===== config.mk =====
export PLATFORM = sky130hd
export DESIGN_NAME = periph_timer_bank_flat
export DESIGN_NICKNAME = d
export VERILOG_FILES = /design/src/rtl/periph_timer_bank_pkg.sv /design/src/rtl/periph_timer_bank_if.sv /design/src/rtl/periph_timer_bank_seg7.sv /design/src/rtl/periph_timer_bank.sv /design/src/flat_wrapper.sv
export SDC_FILE = /design/constraint.sdc
export NUM_CORES = 1
export LEC_CHECK = 0
export BUFFER_PORTS_ARGS = -buffer_cell sky130_fd_sc_hd__buf_2
export CAP_MARGIN = 40
export CORE_ASPECT_RATIO = 1.75
export CORE_MARGIN = 1
export CORE_UTILIZATION = 64
export DETAILED_ROUTE_END_ITERATION = 16
export GPL_ROUTABILITY_DRIVEN = 0
export PLACE_DENSITY = 0.92
export SKIP_CTS_REPAIR_TIMING = 1
export SLEW_MARGIN = 10
export SYNTH_ARGS = -nofsm -noshare
export SYNTH_HDL_FRONTEND = slang
export SYNTH_SLANG_ARGS = --single-unit

===== constraint.sdc =====
create_clock -name clk -period 22.6 [get_ports clk]
set_clock_uncertainty 0.15 [all_clocks]
set_input_delay 5.65 -clock clk [delete_from_list [all_inputs] [get_ports clk]]
set_output_delay 5.65 -clock clk [all_outputs]
set_load 0.01 [all_outputs]

===== src/rtl/periph_timer_bank_pkg.sv =====
// Shared constants for the timer/LED/switch/7-seg peripheral bank.
//  PERIPH_BASE  : bus base address of the bank
//  OFF_*        : register offsets from PERIPH_BASE
//  TCON_*       : bit positions inside a TCON register
//  SEG_BLANK    : active-low segment pattern with every segment off
package periph_pkg;

  localparam logic [31:0] PERIPH_BASE = 32'h4000_0000;

  // Per-channel registers live at 0x10*i + {0x0,0x4,0x8}; selected by addr[3:2].
  typedef enum logic [1:0] {
    R_TH   = 2'd0,
    R_TL   = 2'd1,
    R_TCON = 2'd2,
    R_NONE = 2'd3
  } treg_e;

  localparam logic [8:0] OFF_LED    = 9'h100;
  localparam logic [8:0] OFF_SWITCH = 9'h104;
  localparam logic [8:0] OFF_DIGITS = 9'h108;

  localparam int TCON_EN   = 0;
  localparam int TCON_IE   = 1;
  localparam int TCON_PEND = 2;

  localparam logic [6:0] SEG_BLANK = 7'h7F;

endpackage


===== src/rtl/periph_timer_bank_if.sv =====
// CPU data-bus slice seen by the peripheral bank.
//  rd/wr    : read / write strobes
//  addr     : byte address (word aligned)
//  wdata    : write data
//  rdata    : combinational read data (valid in the rd cycle)
//  rd_hit   : rd targets a mapped register
interface periph_timer_bank_if;
  logic        rd;
  logic        wr;
  logic [31:0] addr;
  logic [31:0] wdata;
  logic [31:0] rdata;
  logic        rd_hit;

  modport master (output rd, wr, addr, wdata, input rdata, rd_hit);
  modport slave  (input rd, wr, addr, wdata, output rdata, rd_hit);
endinterface


===== src/rtl/periph_timer_bank_seg7.sv =====
// Hex nibble to 7-segment decoder, purely combinational.
//  hex : 4-bit value 0..F
//  seg : active-low segments {a,b,c,d,e,f,g} (seg[6] = a)
module seg7_hex_decoder (
  input  logic [3:0] hex,
  output logic [6:0] seg
);
  always_comb begin
    seg = 7'h7F;
    case (hex)
      4'h0: seg = 7'b0000001;
      4'h1: seg = 7'b1001111;
      4'h2: seg = 7'b0010010;
      4'h3: seg = 7'b0000110;
      4'h4: seg = 7'b1001100;
      4'h5: seg = 7'b0100100;
      4'h6: seg = 7'b0100000;
      4'h7: seg = 7'b0001111;
      4'h8: seg = 7'b0000000;
      4'h9: seg = 7'b0000100;
      4'hA: seg = 7'b0001000;
      4'hB: seg = 7'b1100000;
      4'hC: seg = 7'b0110001;
      4'hD: seg = 7'b1000010;
      4'hE: seg = 7'b0110000;
      4'hF: seg = 7'b0111000;
      default: seg = 7'h7F;
    endcase
  end
endmodule


===== src/rtl/periph_timer_bank.sv =====
// Memory-mapped peripheral bank: NTIMER auto-reload timers with IRQ,
// LED and switch registers, and a multiplexed hex 7-segment display.
//  clk, reset : clock, asynchronous active-high reset
//  bus        : CPU bus slave (rd, wr, addr, wdata -> rdata, rd_hit)
//  led        : LED register output
//  switch     : raw asynchronous switch inputs
//  digi       : {anode[NDIGIT-1:0], seg[6:0]}, all active-low, registered
//  irqout     : level interrupt, OR of (pend & ie) over all timers
module periph_timer_bank
  import periph_pkg::*;
#(
  parameter int NTIMER   = 2,
  parameter int LED_W    = 8,
  parameter int SW_W     = 8,
  parameter int NDIGIT   = 4,
  parameter int SCAN_DIV = 50000
) (
  input  logic                  clk,
  input  logic                  reset,
  periph_timer_bank_if.slave    bus,
  output logic [LED_W-1:0]      led,
  input  logic [SW_W-1:0]       switch,
  output logic [NDIGIT+6:0]     digi,
  output logic                  irqout
);
  localparam int CW = $clog2(SCAN_DIV);
  localparam int IW = (NDIGIT > 1) ? $clog2(NDIGIT) : 1;
  localparam logic [4:0] NT5 = 5'(NTIMER);

  // Address decode shared by the read mux and the write enables.
  logic [31:0] off;
  logic        in_win, tmr_sel;
  logic [3:0]  ch;
  treg_e       tsel;

  assign off     = bus.addr - PERIPH_BASE;
  assign in_win  = (off[31:9] == '0) && (off[1:0] == 2'b00);
  assign ch      = off[7:4];
  assign tsel    = treg_e'(off[3:2]);
  assign tmr_sel = in_win && !off[8] && ({1'b0, ch} < NT5) && (tsel != R_NONE);

  // Timer channels
  logic [NTIMER-1:0][31:0] th_a, tl_a;
  logic [NTIMER-1:0]       en_a, ie_a, pend_a;

  for (genvar g = 0; g < NTIMER; g++) begin : g_tmr
    logic [31:0] th, tl;
    logic        en, ie, pend, hit, ovf;

    assign hit = bus.wr && tmr_sel && (ch == 4'(g));
    assign ovf = en && (tl == 32'hFFFF_FFFF);

    // Bus write has priority over count/reload; reload reads the TH value
    // held before this edge, so a simultaneous TH write affects the next reload.
    always_ff @(posedge clk or posedge reset) begin
      if (reset) begin
        th   <= '0;
        tl   <= '0;
        en   <= 1'b0;
        ie   <= 1'b0;
        pend <= 1'b0;
      end else begin
        if (hit && tsel == R_TH) th <= bus.wdata;
        if (hit && tsel == R_TL) tl <= bus.wdata;
        else if (ovf)            tl <= th;
        else if (en)             tl <= tl + 32'd1;
        if (hit && tsel == R_TCON) begin
          en <= bus.wdata[TCON_EN];
          ie <= bus.wdata[TCON_IE];
        end
        // Overflow set beats a same-cycle write-1-to-clear.
        if (ovf && ie)
          pend <= 1'b1;
        else if (hit && tsel == R_TCON && bus.wdata[TCON_PEND])
          pend <= 1'b0;
      end
    end

    assign th_a[g]   = th;
    assign tl_a[g]   = tl;
    assign en_a[g]   = en;
    assign ie_a[g]   = ie;
    assign pend_a[g] = pend;
  end

  assign irqout = |(pend_a & ie_a);

  // LED, switch synchroniser, digit register, scan state
  logic [4*NDIGIT-1:0] digits;
  logic [SW_W-1:0]     sw_s1, sw_s2;
  logic [CW-1:0]       scan_cnt;
  logic [IW-1:0]       idx;
  logic [3:0]          nib;
  logic [6:0]          seg;
  logic                scan_last;

  assign scan_last = (scan_cnt == CW'(SCAN_DIV - 1));

  always_ff @(posedge clk or posedge reset) begin
    if (reset) begin
      led      <= '0;
      digits   <= '0;
      sw_s1    <= '0;
      sw_s2    <= '0;
      scan_cnt <= '0;
      idx      <= '0;
      digi     <= {{NDIGIT{1'b1}}, SEG_BLANK};
    end else begin
      sw_s1 <= switch;
      sw_s2 <= sw_s1;
      if (bus.wr && in_win && off[8:0] == OFF_LED)    led    <= bus.wdata[LED_W-1:0];
      if (bus.wr && in_win && off[8:0] == OFF_DIGITS) digits <= bus.wdata[4*NDIGIT-1:0];
      scan_cnt <= scan_last ? '0 : scan_cnt + CW'(1);
      if (scan_last) idx <= (idx == IW'(NDIGIT - 1)) ? '0 : idx + IW'(1);
      // digi is loaded once at the start of each slot, so a DIGITS write
      // shows up from the following slot rather than mid-slot.
      if (scan_cnt == '0) digi <= {~(NDIGIT'(1) << idx), seg};
    end
  end

  always_comb begin
    nib = 4'h0;
    for (int d = 0; d < NDIGIT; d++)
      if (idx == IW'(d)) nib = digits[d*4 +: 4];
  end

  seg7_hex_decoder u_dec (.hex(nib), .seg(seg));

  // Read mux
  always_comb begin
    bus.rdata  = '0;
    bus.rd_hit = 1'b0;
    if (bus.rd && in_win) begin
      if (tmr_sel) begin
        bus.rd_hit = 1'b1;
        for (int i = 0; i < NTIMER; i++) begin
          if (ch == 4'(i)) begin
            case (tsel)
              R_TH:    bus.rdata = th_a[i];
              R_TL:    bus.rdata = tl_a[i];
              R_TCON:  bus.rdata = {29'd0, pend_a[i], ie_a[i], en_a[i]};
              default: bus.rdata = '0;
            endcase
          end
        end
      end else begin
        case (off[8:0])
          OFF_LED:    begin bus.rd_hit = 1'b1; bus.rdata[LED_W-1:0]    = led;    end
          OFF_SWITCH: begin bus.rd_hit = 1'b1; bus.rdata[SW_W-1:0]     = sw_s2;  end
          OFF_DIGITS: begin bus.rd_hit = 1'b1; bus.rdata[4*NDIGIT-1:0] = digits; end
          default:    ;
        endcase
      end
    end
  end

endmodule


===== src/flat_wrapper.sv =====
// flat-port wrapper written by rule: the top's interface ports become plain ports
module periph_timer_bank_flat import periph_pkg::*;
#(
  parameter int NTIMER   = 2,
  parameter int LED_W    = 8,
  parameter int SW_W     = 8,
  parameter int NDIGIT   = 4,
  parameter int SCAN_DIV = 50000
)
  (clk, reset, led, switch, digi, irqout, bus_rd, bus_wr, bus_addr, bus_wdata, bus_rdata, bus_rd_hit);
  periph_timer_bank_if bus_i ();
  input  logic clk;
  input  logic reset;
  output logic [LED_W-1:0] led;
  input  logic [SW_W-1:0] switch;
  output logic [NDIGIT+6:0] digi;
  output logic irqout;
  input wire logic [$bits(bus_i.rd)-1:0] bus_rd;
  input wire logic [$bits(bus_i.wr)-1:0] bus_wr;
  input wire logic [$bits(bus_i.addr)-1:0] bus_addr;
  input wire logic [$bits(bus_i.wdata)-1:0] bus_wdata;
  output wire logic [$bits(bus_i.rdata)-1:0] bus_rdata;
  output wire logic [$bits(bus_i.rd_hit)-1:0] bus_rd_hit;
  assign bus_i.rd = bus_rd;
  assign bus_i.wr = bus_wr;
  assign bus_i.addr = bus_addr;
  assign bus_i.wdata = bus_wdata;
  assign bus_rdata = bus_i.rdata;
  assign bus_rd_hit = bus_i.rd_hit;
  periph_timer_bank #(.NTIMER(NTIMER), .LED_W(LED_W), .SW_W(SW_W), .NDIGIT(NDIGIT), .SCAN_DIV(SCAN_DIV)) u_core (.clk(clk), .reset(reset), .bus(bus_i), .led(led), .switch(switch), .digi(digi), .irqout(irqout));
endmodule

=== After elaboration in Yosys (flattened, before gate mapping) ===
Memory sizes are Yosys's and may differ from the RTL's. A register that Yosys moved wholly into a read port is not among the register bits.
Cells that the tools add are included.

* $add $sub $neg: 5
* $mul: 0
* Div/mod/pow operators: 0
* $lt $le $gt $ge: 1
* Eq/ne operators: 13
* Shifts and indexed selects: 1
* Multiplexer cells: 28
* Bitwise operators: 2
* Reduce and logical (&&, ||, !) cells: 36

{| class="wikitable"
|+ Operator list
! cell !! count
|-
| 2-to-1 mux 32 bit || 9
|-
| one-hot mux 32 bit (3 select lines) || 2
|-
| adder 32 x 1 -> 32 bit (second input constant) || 2
|-
| == test 32 bit (second input constant) || 2
|-
| 2-to-1 mux 16 bit || 3
|-
| subtractor 32 x 31 -> 32 bit (second input constant) || 1
|-
| == test 9 bit (second input constant) || 3
|-
| one-hot mux 8 bit (3 select lines) || 1
|-
| logical AND 1 bit || 23
|-
| logical NOT 23 bit || 1
|-
| adder 16 x 1 -> 16 bit (second input constant) || 1
|-
| == test 16 bit (second input constant) || 1
|-
| logical NOT 16 bit || 1
|-
| 2-to-1 mux 4 bit || 4
|-
| 2-to-1 mux 8 bit || 1
|-
| 2-to-1 mux 1 bit || 7
|-
| == test 2 bit (second input constant) || 3
|-
| logical NOT 2 bit || 3
|-
| nonzero test 3 bit || 2
|-
| == test 2 x 1 -> 1 bit (second input constant) || 2
|-
| == test 4 x 1 -> 1 bit (second input constant) || 1
|-
| logical NOT 4 bit || 1
|-
| less-than comparator 4 x 2 -> 1 bit (second input constant) || 1
|-
| inverter 4 bit || 1
|-
| other kinds (9) || 10
|}

* Flip-flop bits (word level): 203
* Bits in latches: 0
* Bits in writable memories: 0
* Bits in read-only memories: 112
* Bits of input ports: 76
* Output and inout port bits: 53
* Logic and storage cells: 104
* Memories: 1

{| class="wikitable"
|+ Memories
! name !! words !! width !! read ports !! clocked after Yosys merged registers in !! wr ports !! line !! source
|-
| (no name shown) || 16 || 7 || 1 || 1 || 0 || periph_timer_bank_seg7.sv:10 || <nowiki>case (hex)</nowiki>
|}

=== Depth between registers and ports, before layout ===
Gate-level depths: netlist (run 1).

* Word-level depth: 12
* Depth in mapped cells: 10
* Gate-level depth less buffers: 10

=== Hierarchy ===
A second synthesis (run 1) with hierarchy kept.

* Cell total of the unflattened synthesis: 1207
* Area total of the unflattened synthesis: 11713.7 µm²

{| class="wikitable"
|+ Modules (own cells, without submodules)
! module !! instances !! cells each !! area each (µm²) !! sequential area each (µm²)
|-
| periph_timer_bank || 1 || 1172 || 11466.0 || 5093.6
|-
| seg7_hex_decoder || 1 || 35 || 247.7 || 0.0
|}

=== Worst setup path before layout (run 1) ===
No wires, ideal clock.

* Path kind: input -> output
* From: input port bus_addr[7]
* To: output port bus_rdata[30]
* Arrival time: 7.264 ns
* Required time: 16.800 ns
* Path slack: 9.536 ns
* Stages: 7
* Buffers on the path: 3
* Path through: or4_1 -> buf_2 -> nor3_1 -> buf_2 -> buf_1 -> nand2_1 -> a21oi_1

* Cells in the longest elaborated chain, start to end: 8
* Elaborated cells on any way between the ends: 15
* Classes of those cells: 1 x add/sub; 1 x order compare; 1 x eq/ne; 4 x mux; 8 x reduce/logical

{| class="wikitable"
|+ RTL lines
! item !! line !! source
|-
| start: declaration || flat_wrapper.sv:20 || <nowiki>input wire logic [$bits(bus_i.addr)-1:0] bus_addr;</nowiki>
|-
| subtractor 32 x 31 -> 32 bit * || periph_timer_bank.sv:36 || <nowiki>assign off = bus.addr - PERIPH_BASE;</nowiki>
|-
| logical NOT 23 bit || periph_timer_bank.sv:37 || <nowiki>assign in_win = (off[31:9] == '0) && (off[1:0] == 2'b00);</nowiki>
|-
| logical AND 1 bit || periph_timer_bank.sv:37 ||
|-
| logical AND 1 bit (3 in series) || periph_timer_bank.sv:40 || <nowiki>assign tmr_sel = in_win && !off[8] && ({1'b0, ch} < NT5) && (tsel != R_NONE);</nowiki>
|-
| 2-to-1 mux 16 bit || periph_timer_bank.sv:134 || <nowiki>if (tmr_sel) begin</nowiki>
|-
| 2-to-1 mux 32 bit * || periph_timer_bank.sv:133 || <nowiki>if (bus.rd && in_win) begin</nowiki>
|-
| end: declaration || flat_wrapper.sv:22 || <nowiki>output wire logic [$bits(bus_i.rdata)-1:0] bus_rdata;</nowiki>
|}

Every way passes the cells marked *; elsewhere a longest branch is shown, timed or not.

=== Worst setup path in the final report (run 1) ===
* From: input port bus_addr[7]
* To: output port bus_rdata[14]

The elaborated chain is that of the path after synthesis.

==> results of run 1 <==
state kept, by name, indices dropped and copies added (netlist names):
signal,count
u_core.g_tmr.tl,64
u_core.g_tmr.pend,2
u_core.digi,11
u_core.sw_s2,8
u_core.idx,2
u_core.sw_s1,8
u_core.g_tmr.en,2
u_core.g_tmr.ie,2
u_core.g_tmr.th,64
u_core.scan_cnt,16
u_core.led,8
u_core.digits,16
where the power goes:
part | switching [mW] | internal (mW)
registers | 0.000512 | 0.365
logic | 0.0269 | 0.0103
clock network | 0.147 | 0.208
critical path, delay by kind of cell:
family,cells,cell delay (ns)
and+or+nand+nor,4,1.75
buffers and inverters,2,0.28
AOI/OAI and AO/OA,1,0.14
through the flow:
step | cell area [um2] | std cells | utilization [%] | worst slack [ns] | hold WS (ns)
floorplan | 11800 | 1230 | - | 9.54 | 0.181
global placement | 12400 | 1526 | 68.9 | 9.07 | 0.182
detailed placement | 12500 | 1533 | 69.5 | 8.93 | 0.190
CTS | 13200 | 1568 | 73.3 | 8.91 | 0.205
global route | 13200 | 1569 | 73.3 | 8.93 | 0.207
finish | 13200 | 1569 | 73.3 | 8.99 | 0.202
layout make-up:
class	count	share of cell area, %
Inverter	23	0.709
Clock inverter	9	0.974
Timing Repair Buffer	149	6.39
Sequential cell	203	38.5
Clock buffer	26	4.19
Multi-Input combinational cell	925	47.0
Tap cell	234	2.21
cells in the mapped netlist, drive strengths merged (10+ instances only):
library cell	instances	area, um2
dfrtp	192	4800
clkbuf	35	133
nand4	29	188
a221oi	20	175
inv	23	86.3
o21ai	61	305
a21o	18	135
o31ai	16	120
buf	44	261
xnor2	17	149
and4	10	87.6
nor4	14	118
nor2	124	468
mux2	102	1190
mux2i	55	551
nor3	25	130
ha	14	175
dfstp	11	289
and3	23	144
nand2	122	458
nand3	51	260
and2	12	75.1
a22oi	29	218
a21oi	58	290
a31oi	15	93.8
kinds of logic after synthesis:
| logic type | share of synthesized area, % |
|---|---|
| fa+ha+maj | 1.49 |
| flops | 43.2 |
| compound gates | 16.0 |
| buf+inv | 4.07 |
| simple gates | 18.6 |
| mux | 14.7 |
| xor+xnor | 1.86 |
final timing paths:
check | startpoint | to | slack [ns] | depth (start not counted)
max | bus_addr[7] | bus_rdata[14] | 8.99 | 7
min | u_core.sw_s1[7] | u_core.sw_s2[7] | 0.20 | 0
max reg2reg | u_core.idx[1] | u_core.digi[1] | 19.46 | 10
min reg2reg | u_core.sw_s1[7] | u_core.sw_s2[7] | 0.20 | 0
max in group asynchronous | reset | u_core.g_tmr[0].th[24] | 15.75 | 4
min in group asynchronous | reset | u_core.sw_s1[2] | 5.02 | 2
per-layer routing:
metal	vias up	wire length, um	global-route usage (%)
li1	4709	-	-
met1	5239	12200	44.8
met2	839	17200	64.3
met3	247	3990	9.15
met4	0	3830	32.3
met5	-	0	0
==> results.py, run 1 <==
metrics = {
    "sta": {
        "setup_viol": 0,
        "max_slew.worst_pin.slew_ns": 0.911,
        "hold_viol_final": 0,
        "rsz0062_at_grt": "false",
        "post-route-period-util_pct": 60.2,
        "max_slew_margin_pct": 39.3,
        "slew_viol_final": 0,
        "max_clock_freq_mhz": 73.5,
        "post-route-min-period_ns": 13.61,
        "tns_ns": 0,
    },
    "detailed_routing": {
        "vias_per_cell": 7.03,
        "wl_um": 37300,
        "vias": 11000,
        "wl_per_cell_um": 23.8,
        "ant_nets": 0,
        "drc": 0,
        "drtIter0Drc": 1274,
        "first_pass_iters": 9,
    },
    "logic_synthesis": {
        "synth-edff-count": 0,
        "synth_seq_area_share_pct": 43.2,
        "syn_area_per_cell_um2": 9.59,
        "netlist_instances": 1230,
        "ys_warn_count": 0,
        "syn-cell-area_um2": 11800,
        "ys.flop_type": "dfrtp_1",
        "synthArstFlopShare_pct": 100,
        "synth_nets": 1320,
        "yosys_register_bits": 203,
        "yosysUniqueCellTypes": 75,
    },
    "floorplanning": {
        "row_count": 65,
        "dieArea_um2": 19000,
        "coreArea_um2": 18100,
        "initial_core_util_pct": 65.3,
        "io_pins": 129,
        "die_w_um": 105,
        "die_h_um": 182,
    },
    "clocking": {
        "cts_max_level": 1,
        "root_buffer": "clkbuf_16",
        "clkTransAtPathRegs_ns": 0.06,
        "clock_path_buffers": 3,
        "cts_buffers": 20,
        "cts_num_sinks": 203,
        "insertion_delay_ns": 0.51,
        "cts_tree": "yes",
    },
    "power_and_ir_drop": {
        "power_leakage_nw": 5.96,
        "ir_drop_uv": 67.2,
        "power.total_mw": 0.758,
        "power_density_nw_per_um2": 57.2,
    },
    "layout": {
        "multi_input_area_um2": 6230,
        "final_nets": 1412,
        "num-fill-cells": 1208,
        "regArea_um2": 5090,
        "area.growth.synth_to_final_pct": 12.3,
        "drive_gt1_share_pct": 23.7,
        "final_common_cell": "dfrtp_1",
        "diodes": 0,
        "layout_common_cells": "dfrtp_1 (192), buf_2 (129), nor2_1 (123)",
    },
    "worst_setup_path": {
        "slowest_delay_ns": 0.71,
        "worstPathRequired_ns": 16.80,
        "startpoint_type": "input port",
        "slowest_stage": "or4_1",
        "worst-endpoint-arrival_ns": 7.81,
        "criticalPathCategory": "input port to output pin",
        "cp-end-kind": "output pin",
        "cp_cell_sequence": "buf_2, or4_1, nor2_2, and2_1, a21oi_1, nor3_1, buf_2",
        "crit_top_cell": "buf_2",
        "crit_fanout": 11,
    },
    "placed_design": {
        "port_buffers": 128,
        "place_hpwl_um": 25400,
    },
    "worst_hold_path": {
        "hold_path.class": "flip-flop to flip-flop",
    },
    "outcome": {
        "status": "finished clean",
    },
    "grt": {
        "grt_overflow": 0,
        "grt.total_usage_pct": 39.8,
        "grt_max_degree": 78,
        "antenna_found_initial": 1,
        "grt_pass1_wl_um": 58600,
        "first_global_vias": 10800,
    },
    "job": {
        "cap_violations": 0,
    },
}
(Power assumes the default switching activity.)
==> inputs of run 2 (changes only) <==
--- a/config.mk
+++ b/config.mk
@@ -5,14 +5,15 @@
 export SDC_FILE = /design/constraint.sdc
 export NUM_CORES = 1
 export LEC_CHECK = 0
+export ABC_AREA = 1
 export BUFFER_PORTS_ARGS = -buffer_cell sky130_fd_sc_hd__buf_2
 export CAP_MARGIN = 40
 export CORE_ASPECT_RATIO = 1.75
 export CORE_MARGIN = 1
-export CORE_UTILIZATION = 64
+export CORE_UTILIZATION = 54
 export DETAILED_ROUTE_END_ITERATION = 16
 export GPL_ROUTABILITY_DRIVEN = 0
-export PLACE_DENSITY = 0.92
+export PLACE_DENSITY = 0.83
 export SKIP_CTS_REPAIR_TIMING = 1
 export SLEW_MARGIN = 10
 export SYNTH_ARGS = -nofsm -noshare
==> constraint.sdc (replaced) <==
create_clock -name clk -period 11 [get_ports clk]
set_clock_uncertainty 0.15 [all_clocks]
set_input_delay 2.75 -clock clk [delete_from_list [all_inputs] [get_ports clk]]
set_output_delay 2.75 -clock clk [all_outputs]
set_load 0.01 [all_outputs]
==> run 2 against run 1 <==
Non-clock buffer count shrank 4. Clock-buffer cell count shrank 3. Via count grew 26%. Clock power grew 130%. Global-route usage shrank 1.8 points. First-iteration DRC count grew 35%. Routed wire length grew 22%. Power grew 120%. Sequential share of layout area shrank 3.3 points. Setup slack lost 6.8 ns. Hold slack lost 0.0051 ns. Sequential power grew 110%. Largest cell class unchanged.
==> results.py, run 2 <==
metrics = {
    "detailed_routing": {
        "vias": 13900,
        "drtIter0Drc": 1724,
        "vias_per_cell": 6.13,
        "ant_nets": 0,
        "drc": 0,
        "wl_um": 45500,
        "wl_per_cell_um": 20.1,
        "first_pass_iters": 6,
    },
    "layout": {
        "reg.largest.list": "u_core.g_tmr.th (64), u_core.g_tmr.tl (64)",
        "final_nets": 2039,
        "final_common_cell": "nand2_1",
        "num-fill-cells": 2101,
        "fin_cells": 2268,
        "finalInstanceArea_um2": 14500,
        "layout_common_cells": "nand2_1 (509), nand3_1 (251), inv_1 (201)",
        "regArea_um2": 5090,
        "drive_gt1_share_pct": 11.5,
        "final_core_util_pct": 62.1,
        "area.growth.synth_to_final_pct": 13.0,
        "multi_input_area_um2": 6560,
    },
    "sta": {
        "post-route-min-period_ns": 8.86,
        "slew_viol_final": 0,
        "setup_viol": 0,
        "rsz0062_at_grt": "false",
        "max_slew.worst_pin.slew_ns": 0.933,
        "hold_slack_ns": 0.197,
        "hold_viol_final": 0,
        "post-route-period-util_pct": 80.5,
        "worst_slack_ns": 2.14,
        "max_clock_freq_mhz": 113,
        "max_slew_margin_pct": 37.7,
        "tns_ns": 0,
    },
    "logic_synthesis": {
        "yosys_register_bits": 203,
        "syn-cell-area_um2": 12800,
        "yosysUniqueCellTypes": 46,
        "netlist_instances": 1863,
        "ys_warn_count": 0,
        "synth_top_area_share_pct": 37.5,
        "synth_seq_area_share_pct": 39.7,
        "synthArstFlopShare_pct": 100,
        "syn_area_per_cell_um2": 6.88,
        "synth_nets": 1953,
        "synth_top_area_cell": "dfrtp_1",
        "synth-edff-count": 0,
        "synth_common_cells": "nand2_1 (509), nand3_1 (253), inv_1 (202)",
        "synthTopCellsByArea": "dfrtp_1 (37%), nand2_1 (15%), nand3_1 (9.9%), inv_1 (5.9%), nor2_1 (5.0%)",
        "ys.flop_type": "dfrtp_1",
        "yosysMostFrequentCell": "nand2_1",
    },
    "worst_setup_path": {
        "worst-endpoint-arrival_ns": 5.96,
        "crit_fanout": 37,
        "startpoint_type": "input port",
        "cp-end-kind": "output pin",
        "worstPathRequired_ns": 8.10,
        "criticalPathCategory": "input port to output pin",
    },
    "power_and_ir_drop": {
        "power.total_mw": 1.65,
        "power_leakage_nw": 6.55,
        "ir_drop_uv": 114,
        "power_density_nw_per_um2": 114,
    },
    "clocking": {
        "root_buffer": "clkbuf_16",
        "clkTransAtPathRegs_ns": 0.07,
        "clock_path_buffers": 3,
        "cts_num_sinks": 203,
        "cts_tree": "yes",
        "cts_buffers": 21,
        "cts_max_level": 1,
        "insertion_delay_ns": 0.53,
    },
    "grt": {
        "grt_overflow": 0,
        "first_global_vias": 13200,
        "grt_max_degree": 69,
        "antenna_found_initial": 2,
        "grt.total_usage_pct": 38.0,
        "grt_pass1_wl_um": 70900,
    },
    "placed_design": {
        "place_hpwl_um": 32700,
        "dp_cells": 2229,
        "port_buffers": 128,
        "postPlaceCellArea_um2": 13700,
        "place_ws_ns": 2.30,
    },
    "job": {
        "cap_violations": 0,
    },
    "floorplanning": {
        "coreArea_um2": 23300,
        "initial_core_util_pct": 54.9,
        "die_w_um": 118,
        "row_count": 74,
        "die_h_um": 206,
        "dieArea_um2": 24400,
        "io_pins": 129,
    },
    "worst_hold_path": {
        "hold_path.class": "flip-flop to flip-flop",
    },
    "outcome": {
        "status": "finished clean",
    },
}
[run 2: cell types whose count changed after synthesis, sizes merged, moves of 22 or more]
cell,previous run,this run
nand2,122,514
nand3,51,257
inv,23,206
o21ai,61,177
mux2,102,0
nor2,124,184
mux2i,55,0
and3,23,1
[run 2: power by group]
| group | switching [mW] | total, mW | internal [mW] |
|---|---|---|---|
| Sequential | 0.00123 | 0.751 | 0.749 |
| Clock | 0.329 | 0.829 | 0.501 |
| Combinational | 0.0565 | 0.0736 | 0.0171 |
| Total | 0.386 | 1.65 | 1.27 |
[run 2: worst paths after layout]
check	cells after the start	slack [ns]	endpoint	startpoint
max	11	2.14	bus_rdata[12]	bus_addr[3]
min	0	0.20	u_core.sw_s2[5]	u_core.sw_s1[5]
max reg2reg	9	8.06	u_core.g_tmr[1].tl[2]	u_core.g_tmr[1].tl[1]
min reg2reg	0	0.20	u_core.sw_s2[5]	u_core.sw_s1[5]
max in group asynchronous	5	7.22	u_core.g_tmr[1].th[18]	reset
min in group asynchronous	2	2.09	u_core.g_tmr[1].th[29]	reset
[run 2: layout make-up]
| cell class | instances | share of cell area [%] |
|---|---|---|
| repair buffers | 145 | 5.96 |
| flip-flops and latches | 203 | 35.2 |
| multi-input cells | 1367 | 45.3 |
| well taps | 304 | 2.63 |
| clock buffers | 23 | 3.75 |
| inverters | 211 | 5.52 |
| diodes | 1 | 0.0173 |
| clock inverters | 14 | 1.64 |
[run 2: cell families (layout without fill, tap and decap cells)]
kind of cell | count (synthesis) | count (layout) | synth area share [%]
XOR/XNOR | 34 | 34 | 2.32
other | 0 | 1 | 0
buffers and inverters | 293 | 393 | 9.12
AND/OR/NAND/NOR | 1028 | 1028 | 34.8
AO/OA/AOI/OAI | 291 | 291 | 12.6
flip-flops | 203 | 203 | 39.7
adder cells (fa/ha/maj) | 14 | 14 | 1.37
[run 2: per-layer routing]
| layer | vias up | track usage [%] | share of wire [%] | routed length [um] |
|---|---|---|---|---|
| met5 | - | 0 | 0.029 | 13 |
| met4 | 2 | 37.7 | 12 | 5480 |
| met3 | 305 | 7.62 | 10 | 4740 |
| met2 | 959 | 61.7 | 45 | 20400 |
| met1 | 6339 | 40.7 | 33 | 14900 |
| li1 | 6292 | - | - | - |
[run 2: worst max-delay path, stage by stage]
cell and delay (ns):
buf_2 0.13, inv_1 0.08, nand2_1 0.53, inv_2 0.81, nand2_1 0.42, inv_1 0.56, nand2_1 0.12, o211ai_1 0.14
nor2_1 0.07, a21oi_1 0.17, buf_2 0.16
